**src/rtl/alu_rr_sequencer.sv**
```systemverilog
// Register-register ALU instruction sequencer: fetch T0-T2, execute T3-T5, registered controls.
// Optional macro SEQ_MULDIV_EN adds MUL/DIV (opcodes 01111/10000) with a T6 state writing LO/HI.
module alu_rr_sequencer #(
    parameter int unsigned DATA_W      = 32,
    parameter int unsigned REG_COUNT   = 16,
    parameter int unsigned REG_SEL_W   = 4,
    parameter int unsigned OPC_W       = 5,
    parameter int unsigned ALU_OPC_MIN = 3,
    parameter int unsigned ALU_OPC_MAX = 11
) (
    input  logic                 clk,
    input  logic                 clear,
    input  logic                 start,
    input  logic                 mem_ready,
    input  logic [DATA_W-1:0]    IR_Data,
    output logic                 PC_select,
    output logic                 PC_enable,
    output logic                 PC_increment_enable,
    output logic                 MAR_enable,
    output logic                 MDR_enable,
    output logic                 MDR_select,
    output logic                 read,
    output logic                 IR_enable,
    output logic                 Y_enable,
    output logic                 Z_enable,
    output logic                 Z_LO_select,
    output logic                 Z_HI_select,
    output logic [REG_COUNT-1:0] reg_select,
    output logic [REG_COUNT-1:0] reg_enable,
    output logic                 lo_enable,
    output logic                 hi_enable,
    output logic [OPC_W-1:0]     alu_instruction,
    output logic                 busy,
    output logic                 done,
    output logic                 illegal
);

    localparam logic [2:0] StIdle = 3'd0;
    localparam logic [2:0] StT0   = 3'd1;
    localparam logic [2:0] StT1   = 3'd2;
    localparam logic [2:0] StT2   = 3'd3;
    localparam logic [2:0] StT3   = 3'd4;
    localparam logic [2:0] StT4   = 3'd5;
    localparam logic [2:0] StT5   = 3'd6;
`ifdef SEQ_MULDIV_EN
    localparam logic [2:0] StT6   = 3'd7;
`endif

    typedef struct packed {
        logic pc_select, pc_enable, pc_inc, mar_en, mdr_en, mdr_sel, read, ir_en;
        logic y_en, z_en, z_lo, z_hi, lo_en, hi_en, busy, done, illegal;
        logic [REG_COUNT-1:0] reg_sel, reg_en;
        logic [OPC_W-1:0]     alu;
    } ctrl_t;

    logic [2:0]           state_q, state_d;
    ctrl_t                ctrl_q, ctrl_d;
    logic [OPC_W-1:0]     opc_q, opc_w;
    logic [REG_SEL_W-1:0] ra_q, rb_q, rc_q, ra_w, rb_w, rc_w;
    logic                 legal_q, md_q, alu_ok, md_ok, legal_w;

    function automatic logic reg_ok(input logic [REG_SEL_W-1:0] r);
        return 32'(r) < REG_COUNT;
    endfunction

    function automatic logic [REG_COUNT-1:0] onehot(input logic [REG_SEL_W-1:0] r);
        logic [REG_COUNT-1:0] oh;
        oh = '0;
        for (int unsigned i = 0; i < REG_COUNT; i++) oh[i] = (32'(r) == i);
        return oh;
    endfunction

    // Fields decoded from the IR while in T2 and held for the whole execute phase.
    assign opc_w = IR_Data[DATA_W-1 -: OPC_W];
    assign ra_w  = IR_Data[DATA_W-OPC_W-1 -: REG_SEL_W];
    assign rb_w  = IR_Data[DATA_W-OPC_W-REG_SEL_W-1 -: REG_SEL_W];
    assign rc_w  = IR_Data[DATA_W-OPC_W-2*REG_SEL_W-1 -: REG_SEL_W];

    assign alu_ok = (32'(opc_w) >= ALU_OPC_MIN) && (32'(opc_w) <= ALU_OPC_MAX)
                    && reg_ok(ra_w) && reg_ok(rb_w) && reg_ok(rc_w);
`ifdef SEQ_MULDIV_EN
    assign md_ok  = ((32'(opc_w) == 32'd15) || (32'(opc_w) == 32'd16))
                    && reg_ok(ra_w) && reg_ok(rb_w);
`else
    assign md_ok  = 1'b0;
`endif
    assign legal_w = alu_ok | md_ok;

    always_comb begin
        state_d = state_q;
        case (state_q)
            StIdle: if (start) state_d = StT0;
            StT0:   state_d = StT1;
            StT1:   if (mem_ready) state_d = StT2;
            StT2:   state_d = StT3;
            StT3:   state_d = legal_q ? StT4 : StIdle;
            StT4:   state_d = StT5;
            StT5: begin
                state_d = start ? StT0 : StIdle;
`ifdef SEQ_MULDIV_EN
                if (md_q) state_d = StT6;
`endif
            end
`ifdef SEQ_MULDIV_EN
            StT6:   state_d = start ? StT0 : StIdle;
`endif
            default: state_d = StIdle;
        endcase
    end

    // Controls are decoded from the next state so each output flop lines up with its state.
    always_comb begin
        ctrl_d         = '0;
        ctrl_d.busy    = (state_d != StIdle);
        ctrl_d.illegal = (state_q == StT3) && !legal_q;
        case (state_d)
            StT0: begin
                ctrl_d.pc_select = 1'b1;
                ctrl_d.mar_en    = 1'b1;
                ctrl_d.pc_inc    = 1'b1;
                ctrl_d.z_en      = 1'b1;
            end
            StT1: begin
                ctrl_d.z_lo      = 1'b1;
                ctrl_d.read      = 1'b1;
                ctrl_d.mdr_en    = 1'b1;
                ctrl_d.pc_enable = (state_q == StT0);
            end
            StT2: begin
                ctrl_d.mdr_sel = 1'b1;
                ctrl_d.ir_en   = 1'b1;
            end
            StT3: if (legal_w) begin
                ctrl_d.y_en    = 1'b1;
                ctrl_d.reg_sel = onehot(md_ok ? ra_w : rb_w);
            end
            StT4: begin
                ctrl_d.reg_sel = onehot(md_q ? rb_q : rc_q);
                ctrl_d.alu     = opc_q;
                ctrl_d.z_en    = 1'b1;
            end
            StT5: begin
                ctrl_d.z_lo = 1'b1;
                if (md_q) begin
                    ctrl_d.lo_en = 1'b1;
                end else begin
                    ctrl_d.reg_en = onehot(ra_q);
                    ctrl_d.done   = 1'b1;
                end
            end
`ifdef SEQ_MULDIV_EN
            StT6: begin
                ctrl_d.z_hi  = 1'b1;
                ctrl_d.hi_en = 1'b1;
                ctrl_d.done  = 1'b1;
            end
`endif
            default: ;
        endcase
    end

    always_ff @(posedge clk or posedge clear) begin
        if (clear) begin
            state_q <= StIdle;
            ctrl_q  <= '0;
            opc_q   <= '0;
            ra_q    <= '0;
            rb_q    <= '0;
            rc_q    <= '0;
            legal_q <= 1'b0;
            md_q    <= 1'b0;
        end else begin
            state_q <= state_d;
            ctrl_q  <= ctrl_d;
            if (state_q == StT2) begin
                opc_q   <= opc_w;
                ra_q    <= ra_w;
                rb_q    <= rb_w;
                rc_q    <= rc_w;
                legal_q <= legal_w;
                md_q    <= md_ok;
            end
        end
    end

    assign PC_select           = ctrl_q.pc_select;
    assign PC_enable           = ctrl_q.pc_enable;
    assign PC_increment_enable = ctrl_q.pc_inc;
    assign MAR_enable          = ctrl_q.mar_en;
    assign MDR_enable          = ctrl_q.mdr_en;
    assign MDR_select          = ctrl_q.mdr_sel;
    assign read                = ctrl_q.read;
    assign IR_enable           = ctrl_q.ir_en;
    assign Y_enable            = ctrl_q.y_en;
    assign Z_enable            = ctrl_q.z_en;
    assign Z_LO_select         = ctrl_q.z_lo;
    assign Z_HI_select         = ctrl_q.z_hi;
    assign reg_select          = ctrl_q.reg_sel;
    assign reg_enable          = ctrl_q.reg_en;
    assign lo_enable           = ctrl_q.lo_en;
    assign hi_enable           = ctrl_q.hi_en;
    assign alu_instruction     = ctrl_q.alu;
    assign busy                = ctrl_q.busy;
    assign done                = ctrl_q.done;
    assign illegal             = ctrl_q.illegal;

endmodule

```
**config.mk**
```make
export PLATFORM = sky130hd
export DESIGN_NAME = alu_rr_sequencer
export DESIGN_NICKNAME = d
export VERILOG_FILES = /design/src/rtl/alu_rr_sequencer.sv
export SDC_FILE = /design/constraint.sdc
export NUM_CORES = 1
export LEC_CHECK = 0
export CELL_PAD_IN_SITES_DETAIL_PLACEMENT = 1
export CELL_PAD_IN_SITES_GLOBAL_PLACEMENT = 1
export CORE_ASPECT_RATIO = 1.4
export CORE_MARGIN = 4
export CORE_UTILIZATION = 32
export CTS_CLUSTER_DIAMETER = 200
export DETAILED_ROUTE_END_ITERATION = 12
export PLACE_DENSITY_LB_ADDON = 0.1
export SLEW_MARGIN = 20
export SYNTH_ARGS = -nofsm -noshare
export SYNTH_HDL_FRONTEND = slang
export SYNTH_SLANG_ARGS = --single-unit
```
**constraint.sdc**
```tcl
create_clock -name clk -period 2.3 [get_ports clk]
set_input_delay 0.69 -clock clk [delete_from_list [all_inputs] [get_ports clk]]
set_output_delay 0.69 -clock clk [all_outputs]
set_load 0.01 [all_outputs]
```
== Word level (Yosys, flattened, before mapping) ==
Cells that the tools add are included.

* Multiplexer cells: 19
* $lt $le $gt $ge: 2
* Equal/unequal tests: 57
* Reductions and logical operators: 10

{| class="wikitable"
|+ Operators by type and width
! kind !! number
|-
| $eq A4 B4 Y1 const B || 24
|-
| $eq A4 B3 Y1 const B || 12
|-
| $mux W16 || 2
|-
| $pmux W16 S2 || 1
|-
| $eq A4 B2 Y1 const B || 6
|-
| $pmux W3 S7 || 1
|-
| $eq A3 B3 Y1 const B || 6
|-
| $eq A3 B2 Y1 const B || 4
|-
| $eq A4 B1 Y1 const B || 3
|-
| $logic_not A4 Y1 || 3
|-
| $mux W1 || 10
|-
| $mux W3 || 3
|-
| $eq A3 B1 Y1 const B || 2
|-
| $ge A5 B2 Y1 const B || 1
|-
| $le A5 B4 Y1 const B || 1
|-
| $mux W5 || 1
|-
| $reduce_or A2 Y1 || 2
|-
| $logic_not A3 Y1 || 1
|-
| $reduce_bool A3 Y1 || 1
|-
| $logic_and A1 B1 Y1 || 2
|-
| $mux W2 || 1
|-
| $logic_not A1 Y1 || 1
|}

* Flip-flop bits (word level): 66
* Word-level logic and storage cells: 108
* Output and inout bits: 54
* Input bits: 36

== Logic depth before layout (Yosys ltp) ==
Gate-level depths: netlist of run 1.

* Depth in word-level cells: 5
* Depth in mapped cells: 5
* Depth with buffers taken out: 3

== Least setup slack after synthesis of run 1 ==
No wires, ideal clock.

* Kind: input port to flip-flop
* Start: input port IR_Data[30]
* End: register ctrl_q, in the netlist reg_select[11]
* Buffers on the path: 1
* Library setup time: 0.096 ns
* Arrival: 1.454 ns
* Slack: 0.750 ns
* Stages on the path: 4
* Data required time: 2.204 ns
* Path through: a21oi_2 o211ai_2 buf_4 o32ai_2

{| class="wikitable"
|+ RTL lines
! what !! RTL line !! text
|-
| start, declared || 15 || <nowiki>input logic [DATA_W-1:0] IR_Data,</nowiki>
|-
| end signal, assigned || 174 || <nowiki>ctrl_q <= ctrl_d;</nowiki>
|-
| end, declared || 57 || <nowiki>ctrl_t ctrl_q, ctrl_d;</nowiki>
|}

==> results of run 1 <==
==> cell usage after synthesis (2+ instances only) <==
library cell,count
a21oi_1,2
dfrtp_1,64
nand3b_1,3
o22ai_2,2
buf_2,5
buf_4,11
nor2b_1,5
o21ai_0,2
mux2_2,13
and2_1,6
nor3_1,5
nor4b_1,3
o22ai_1,3
o32ai_1,3
o31ai_1,7
o2111ai_1,5
clkbuf_1,6
mux2i_1,2
and3b_1,2
nand2b_1,6
nor2_1,19
nand4b_1,9
nand2_1,7
nand4_1,2
nand3_1,6
inv_1,5
==> worst paths after layout <==
path	from	endpoint
min	opc_q[0]	alu_instruction[0]
min in group asynchronous	clear	reg_enable[5]
max reg2reg	state_q[2]	reg_select[2]
max	MAR_enable	PC_select
min reg2reg	opc_q[0]	alu_instruction[0]
max in group asynchronous	clear	ra_q[2]
==> per-layer routing <==
metal	global-route usage	wire length [um]	vias to the layer above
met3	0.0350	307	8
met5	0	0	-
met2	0.226	3250	50
li1	-	-	935
met4	0.0570	97	0
met1	0.165	2640	951
==> cell type report <==
| type | instances | area, sq um | area share |
|---|---|---|---|
| inverters | 5 | 18.8 | 0.00491 |
| clock inverters | 6 | 67.6 | 0.0177 |
| flip-flops and latches | 64 | 1600 | 0.419 |
| well taps | 102 | 128 | 0.0334 |
| multi-input cells | 135 | 961 | 0.252 |
| clock buffers | 10 | 239 | 0.0626 |
| repair buffers | 80 | 803 | 0.210 |
==> registers in the layout, indices dropped and copies added, names as in the netlist, 3 cells and up <==
signal,count
opc_q,5
state_q,3
reg_select,16
ra_q,4
alu_instruction,5
rc_q,4
reg_enable,16
==> metrics by stage <==
stage	hold WS, ps	power, mW	cell area, sq um	util	std cells
3_3_place_gp	463	2.63	3510	0.426	386
2_1_floorplan	449	2.29	2730	-	228
4_1_cts	479	4.06	3820	0.463	402
5_1_grt	495	4.24	3820	0.463	402
6_report	476	3.99	3820	0.463	402
3_5_place_dp	470	2.66	3510	0.426	386
==> worst register-to-register path: cells and delay by family, from the launching register on <==
family          cells  cell delay (ps)
compound gates      2              690
flops               1              500
simple gates        1              320
==> where the power goes <==
part,internal [mW],leakage (nW),switching [mW]
combinational,0.570,0.610,0.482
clock,0.871,0.145,0.494
sequential,1.34,0.853,0.236
==> logic make-up (layout without fill, tap and decap cells) <==
| logic type | count (synthesis) | in the layout | synth area share |
|---|---|---|---|
| simple gates | 85 | 85 | 0.190 |
| flops | 64 | 64 | 0.589 |
| compound gates | 31 | 31 | 0.0943 |
| buf+inv | 29 | 101 | 0.0607 |
| mux | 15 | 15 | 0.0612 |
| other cells | 1 | 3 | 0.00138 |
| xor+xnor | 1 | 1 | 0.00322 |
==> impl_results.md, run 1 <==
- Post-Syn Instances: 226
- Drt pass-1 iters: 4
- WS Path Type: register to output pin
- Syn Std Cell Area: 2720 sq um
- First DRT Iteration DRCs: 44
- Largest cells by area after synthesis: dfrtp_1 59%, mux2_2 5.4%, buf_4 3.0%
- Relative slew margins: 0.594
- Commonest non-fill, non-tap cell in the layout: clkdlybuf4s50_1
- Total CTS buffers: 9
- Core area: 8250 sq um
- Delay-heaviest family, CP: buffers and inverters
- Max cap viols: 0
- Yosys cell types: 49
- Peak fanout along the critical path: 3
- Antenna Cells: 0
- Reg2Reg Setup Slack: 640 ps
- Commonest non-fill, non-tap cells in the layout: 71 x clkdlybuf4s50_1, 64 x dfrtp_1, 19 x nor2_1
- I/O Pins: 90
- Clock sinks: 64
- Crit start category: register
- CTS clk-pin slew, worst paths: 60 ps
- Gpl congestion: 0.811
- Worst-Margin Slew: 608 ps
- Die area: 10100 sq um
- WP buf/inv: 1
- First-pass GRT wire length: 10400 um
- ANT nets after route: 0
- Initial antenna violation count: 0
- Peak VDD IR: 0.438 mV
- Via count: 1944
- DR WL/cell: 15.7 um
- Max stage delay on crit path: 550 ps
- Yosys reg bits: 64
- Dpl hpwl: 4330 um
- Final worst path period share: 0.830
- DR vias/cell: 4.84
- Fillers: 882
- Num rows: 39
- Gr usage total: 0.135
- Crit. End Element: output pin
- Worst-Skew Late Latency: 320 ps
- Worst hold stages: 1
- H-tree Lvls: 3
- RSZ-0062 raised after global routing: false
- CTS max path bufs: 2
- Setup violators final: 0
- P per Cell Area: 1050 nW/um^2
- Number of port buffers: 71
- Number of cells on the worst reg-to-reg path: 3
- Routed WL: 6300 um
- Top-area cell type share of the netlist area: 0.589
- CTS resizes: 0
- Leakage: 1.61 nW
- Share of cells above drive strength 1: 0.157
- Yosys warns: 0
- Die width: 85.9 um
- Async set-reset flop share out of synthesis: 1.00
- Synth-to-layout area growth: 40.4%
- Die span in y: 117 um
- Worst setup margin: 390 ps
- Root Driver: clkbuf_16
- Setup TNS: 0 ps
- Pre-CTS setup slack: 71.3 ps
- CP arrival: 1220 ps
- Top_reg_cell synth: dfrtp_1
- Cts hold-fix bufs: 0
- Min cycle time layout: 1910 ps
- Area leader, netlist: dfrtp_1
- Required time of the critical path: 1610 ps
- Post-CTS Setup Inserts: 0
- Status: complete, no violations
- Grt total ovfl: 0
- Fmax: 0.524 GHz
- Max-slew violation count: 0
- Post-route DRC violation count: 0
- Number of synthesized flops with an enable pin: 0
- Post-layout nets: 331
- Largest net degree at the start of global routing: 65
- CP cell instances: clkdlybuf4s50_1
- Seq/Total Area, Yosys: 0.589
- Slowest stage cell, crit path: clkdlybuf4s50_1
- Initial Util: 0.330
- Final Hold Vio Count: 0
- Avg Inst Size Synth: 12.0 sq um
- TritonCTS clock tree: built
- Worst Hold Class: register to register
- WP depth: 1
- Number of global-route vias before repair: 1990
- Skew final: 4.77 ps
No activity file was read; power rests on OpenSTA's default activity.
==> run 2: changes to the inputs <==
- CORE_UTILIZATION: 32 -> 35
- clock period: 2.3 -> 1.9 ns (I/O delays scaled with it)
==> run 2 against run 1 <==
Effect of this change: clock skew up 0.80 ps; critical endpoint is now PC_increment_enable; largest power group unchanged; non-clock buffer count increased by 12; first-iteration DRC count up 36%.
==> impl_results.md, run 2 (synthesis gave the netlist of run 1 again) <==
- Number of port buffers: 71
- Share of cells above drive strength 1: 0.189
- Commonest non-fill, non-tap cell in the layout: clkdlybuf4s50_1
- Post-Layout Cell Count: 409
- Dpl hpwl: 4770 um
- CTS resizes: 0
- WS Path Type: register to output pin
- Finished Core Util: 0.512
- P per Cell Area: 1180 nW/um^2
- Drt pass-1 iters: 4
- Sequential Power Share: 0.410
- Slowest stage cell, crit path: clkdlybuf4s50_1
- Max cap viols: 0
- TritonCTS clock tree: built
- Total CTS buffers: 9
- DR vias/cell: 4.92
- Crit. End Element: output pin
- Commonest non-fill, non-tap cells in the layout: 71 x clkdlybuf4s50_1, 64 x dfrtp_1, 19 x nor2_1
- Delay-heaviest family, CP: buffers and inverters
- DR WL/cell: 15.7 um
- Reg2Reg Launch Point: state_q[0]
- Post-route DRC violation count: 0
- Die width: 82.5 um
- First DRT Iteration DRCs: 60
- Setup violators final: 0
- CP cell instances: clkdlybuf4s50_1
- ANT nets after route: 0
- Tot Pwr: 4.50 mW
- Required time of the critical path: 1330 ps
- Area of the multi-input gates: 961 sq um
- Die span in y: 112 um
- Hold_sp: opc_q[0]
- Crit start category: register
- Grt total ovfl: 0
- Net Sw Frac: 0.319
- Combinational Power Share: 0.327
- Area occupied by registers: 1600 sq um
- Fmax: 0.556 GHz
- Critical path origin: MAR_enable
- Antenna Cells: 0
- Synth-to-layout area growth: 40.3%
- Initial antenna violation count: 0
- Internal power component: 3.06 mW
- Post-route cell area: 3820 sq um
- Status: complete, no violations
- Area after DPL: 3610 sq um
- Root Driver: clkbuf_8
- Final worst path period share: 0.947
- Largest net degree at the start of global routing: 65
- Leakage: 1.62 nW
- First-pass GRT wire length: 10600 um
- Pre-CTS setup slack: -136 ps
- Fillers: 799
- Peak VDD IR: 0.626 mV
- Number of global-route vias before repair: 2121
- Worst setup margin: 101 ps
- Skew final: 5.58 ps
- Min cycle time layout: 1800 ps
- Final Hold Vio Count: 0
- Num rows: 37
- Die area: 9270 sq um
- NetSw: 1.44 mW
- Worst Hold Class: register to register
- RSZ-0062 raised after global routing: false
- Gr usage total: 0.153
- CTS clk-pin slew, worst paths: 70 ps
- Worst-Skew Late Latency: 340 ps
- Initial Util: 0.365
- Gpl congestion: 0.837
- I/O Pins: 90
- CP arrival: 1230 ps
- Post-CTS Setup Inserts: 0
- Via count: 2013
- Core area: 7450 sq um
- Clock sinks: 64
- CTS max path bufs: 2
- Clock share of power: 0.263
- Routed WL: 6430 um
- Cts hold-fix bufs: 0
- Peak fanout along the critical path: 3
- Post-layout nets: 343
- Max-slew violation count: 0
- H-tree Lvls: 3
- Max stage delay on crit path: 540 ps
- DP Cell Count: 393
- WP buf/inv: 1
==> run 2: cell count changes in the layout (fill, tap and decap cells not counted) <==
cell,before,now
clkbuf_16,9,0
buf_12,2,3
inv_2,1,0
buf_4,7,18
clkbuf_8,1,10
clkinvlp_4,2,3
==> run 2: worst register-to-register path: stages (launching register included) <==
cell and delay [ps]:
dfrtp_1 500, and4bb_1 410, buf_4 270, nand3_1 180, o32ai_1 190
==> run 2: final cells by class <==
cell class | count | area share
inverter | 5 | 0.00590
multi-input combinational | 135 | 0.252
clock buffer | 10 | 0.0361
clock inverter | 6 | 0.0177
sequential | 64 | 0.420
timing repair buffer | 92 | 0.237
tap | 97 | 0.0318
==> run 2: final timing paths <==
kind	depth (start not counted)	slack, ps	endpoint
worst min-delay path	1	480	alu_instruction[0]
worst max register to register	4	220	reg_select[3]
worst min register to register	1	480	alu_instruction[0]
min in group asynchronous	3	670	ra_q[1]
worst max-delay path	1	100	PC_increment_enable
max in group asynchronous	3	970	opc_q[2]
==> run 2: power by group through the flow <==
stage	Clock (mW)	Combinational [mW]	Sequential, mW
2_1_floorplan	0	0.927	1.85
3_3_place_gp	0	1.44	1.86
3_5_place_dp	0	1.48	1.88
4_1_cts	1.23	1.49	1.85
5_1_grt	1.31	1.61	1.90
6_report	1.18	1.47	1.85
==> run 2: stage by stage <==
step | hold slack [ps] | TNS [ps]
6_report | 484 | 0
5_1_grt | 514 | 0
4_1_cts | 491 | 0
3_5_place_dp | 470 | -1260
3_3_place_gp | 457 | -738
2_1_floorplan | 449 | 0
==> run 2: per-layer routing <==
| layer | share of wire | global-route usage |
|---|---|---|
| met1 | 0.38 | 0.164 |
| met2 | 0.55 | 0.275 |
| met3 | 0.042 | 0.0281 |
| met4 | 0.024 | 0.0818 |
| met5 | 0 | 0 |
==> run 3: changes to the inputs <==
- PLACE_DENSITY: not set -> 0.77
- PLACE_DENSITY_LB_ADDON: 0.1 -> not set
==> run 3 against run 2 <==
Effect of this change: clock power fell by 11%; flip-flop and latch count did not move; sequential share of layout area rose by 0.33 points; wire length rose by 0.36%; worst setup slack got worse by 7.3 ps; worst hold slack got worse by 3.2 ps; utilization fell by 0.40 points; global-route usage barely moved; total power fell by 3.5%; critical path depth did not move; register-to-register slack improved by 20 ps; fmax fell by 0.41%; critical endpoint is now MAR_enable; largest cell class unchanged.
==> impl_results.md, run 3 (synthesis gave the netlist of run 1 again) <==
- Clock sinks: 64
- Slowest stage cell, crit path: clkdlybuf4s50_1
- Met1 usage: 0.174
- Reg2Reg Setup Slack: 240 ps
- Worst Hold Class: register to register
- Largest net degree at the start of global routing: 65
- Die width: 82.5 um
- Routing usage on met3: 0.0361
- Total CTS buffers: 9
- Number of cells on the worst reg-to-reg path: 3
- Final Hold Vio Count: 0
- First-pass GRT wire length: 10800 um
- Worst-Margin Slew: 599 ps
- Number of global-route vias before repair: 2166
- Die span in y: 112 um
- Commonest non-fill, non-tap cell in the layout: clkdlybuf4s50_1
- Pre-CTS setup slack: -192 ps
- CTS resizes: 0
- Gpl congestion: 0.850
- Most used routing layer: met2
- Max-slew violation count: 0
- Crit. End Element: output pin
- Max cap viols: 0
- H-tree Lvls: 3
- WS Path Type: register to output pin
- First DRT Iteration DRCs: 70
- Skew final: 13.4 ps
- Grt total ovfl: 0
- Worst hold stages: 1
- Peak VDD IR: 0.558 mV
- Post-CTS Setup Inserts: 0
- DR WL/cell: 15.8 um
- Final worst path period share: 0.951
- Endpoint, Worst Hold: alu_instruction[0]
- Gr usage total: 0.153
- P per Cell Area: 1150 nW/um^2
- Commonest non-fill, non-tap cells in the layout: 71 x clkdlybuf4s50_1, 64 x dfrtp_1, 19 x nor2_1
- Fmax: 0.553 GHz
- CTS clk-pin slew, worst paths: 80 ps
- Drt pass-1 iters: 4
- Dpl hpwl: 4790 um
- Worst setup margin: 93.3 ps
- Leakage: 1.60 nW
- Share of cells above drive strength 1: 0.186
- Num rows: 37
- CP arrival: 1240 ps
- Core area: 7450 sq um
- WHS: 481 ps
- Peak fanout along the critical path: 3
- RSZ-0062 raised after global routing: false
- DR vias/cell: 4.96
- Status: complete, no violations
- Via count: 2022
- Tot Pwr: 4.34 mW
- CP cell instances: clkdlybuf4s50_1
- Crit start category: register
- Hold_sp: opc_q[0]
- Grt met2 use: 0.267
- Synth-to-layout area growth: 39.2%
- Cts hold-fix bufs: 0
- Relative slew margins: 0.599
- Post-route DRC violation count: 0
- Required time of the critical path: 1330 ps
- Max stage delay on crit path: 550 ps
- Initial Util: 0.365
- Initial antenna violation count: 0
- Root Driver: clkbuf_8
- WP buf/inv: 1
- Crit Reg-Reg Endpoint: reg_select[3]
- Antenna Cells: 0
- Post-layout nets: 342
- Delay-heaviest family, CP: buffers and inverters
- ANT nets after route: 0
- Die area: 9270 sq um
- Reg2Reg Launch Point: state_q[1]
- Number of port buffers: 71
- I/O Pins: 90
- Setup TNS: 0 ps
- TritonCTS clock tree: built
- Min cycle time layout: 1810 ps
- Routed WL: 6460 um
- Worst-Skew Late Latency: 340 ps
- CTS max path bufs: 2
- Setup violators final: 0
run 3: cell count changes in the layout (fill, tap and decap cells not counted), sizes merged:
cell and change:
buf -1, clkinv +1, inv -1, bufinv -1, clkinvlp +1
run 3: worst max path at each step:
stage	start	endpoint	cells past startpoint
after floorplan	IR_Data[30]	reg_select[11]	4
after global placement	IR_Data[30]	reg_select[15]	4
after detailed placement	IR_Data[29]	reg_select[3]	4
after CTS	MAR_enable	MAR_enable	1
after global routing	MAR_enable	MAR_enable	1
final	MAR_enable	MAR_enable	1
run 3: final cells by class:
class / instances / area (sq um)
Fill cell: 784 / 3670
Sequential cell: 64 / 1600
Multi-Input combinational cell: 135 / 961
Timing Repair Buffer: 91 / 898
Clock buffer: 10 / 138
Tap cell: 97 / 121
Clock inverter: 6 / 45.0
Inverter: 5 / 22.5
run 3: per-stage QoR:
stage	area [sq um]	util	instances
after detailed placement	3600	0.484	392
after global placement	3600	0.484	392
after global routing	3790	0.508	408
after floorplan	2730	-	228
final	3790	0.508	408
after CTS	3790	0.508	408
run 3: power breakdown:
part	switching, mW	internal, mW
clock	0.542	0.510
combinational	0.628	0.770
sequential	0.270	1.62
total	1.44	2.90
run 3: metal layers:
metal  routed length [um]  part of all wire
met4                  161             0.025
met5                    0                 0
met2                 3540              0.55
met1                 2450              0.38
met3                  298             0.046
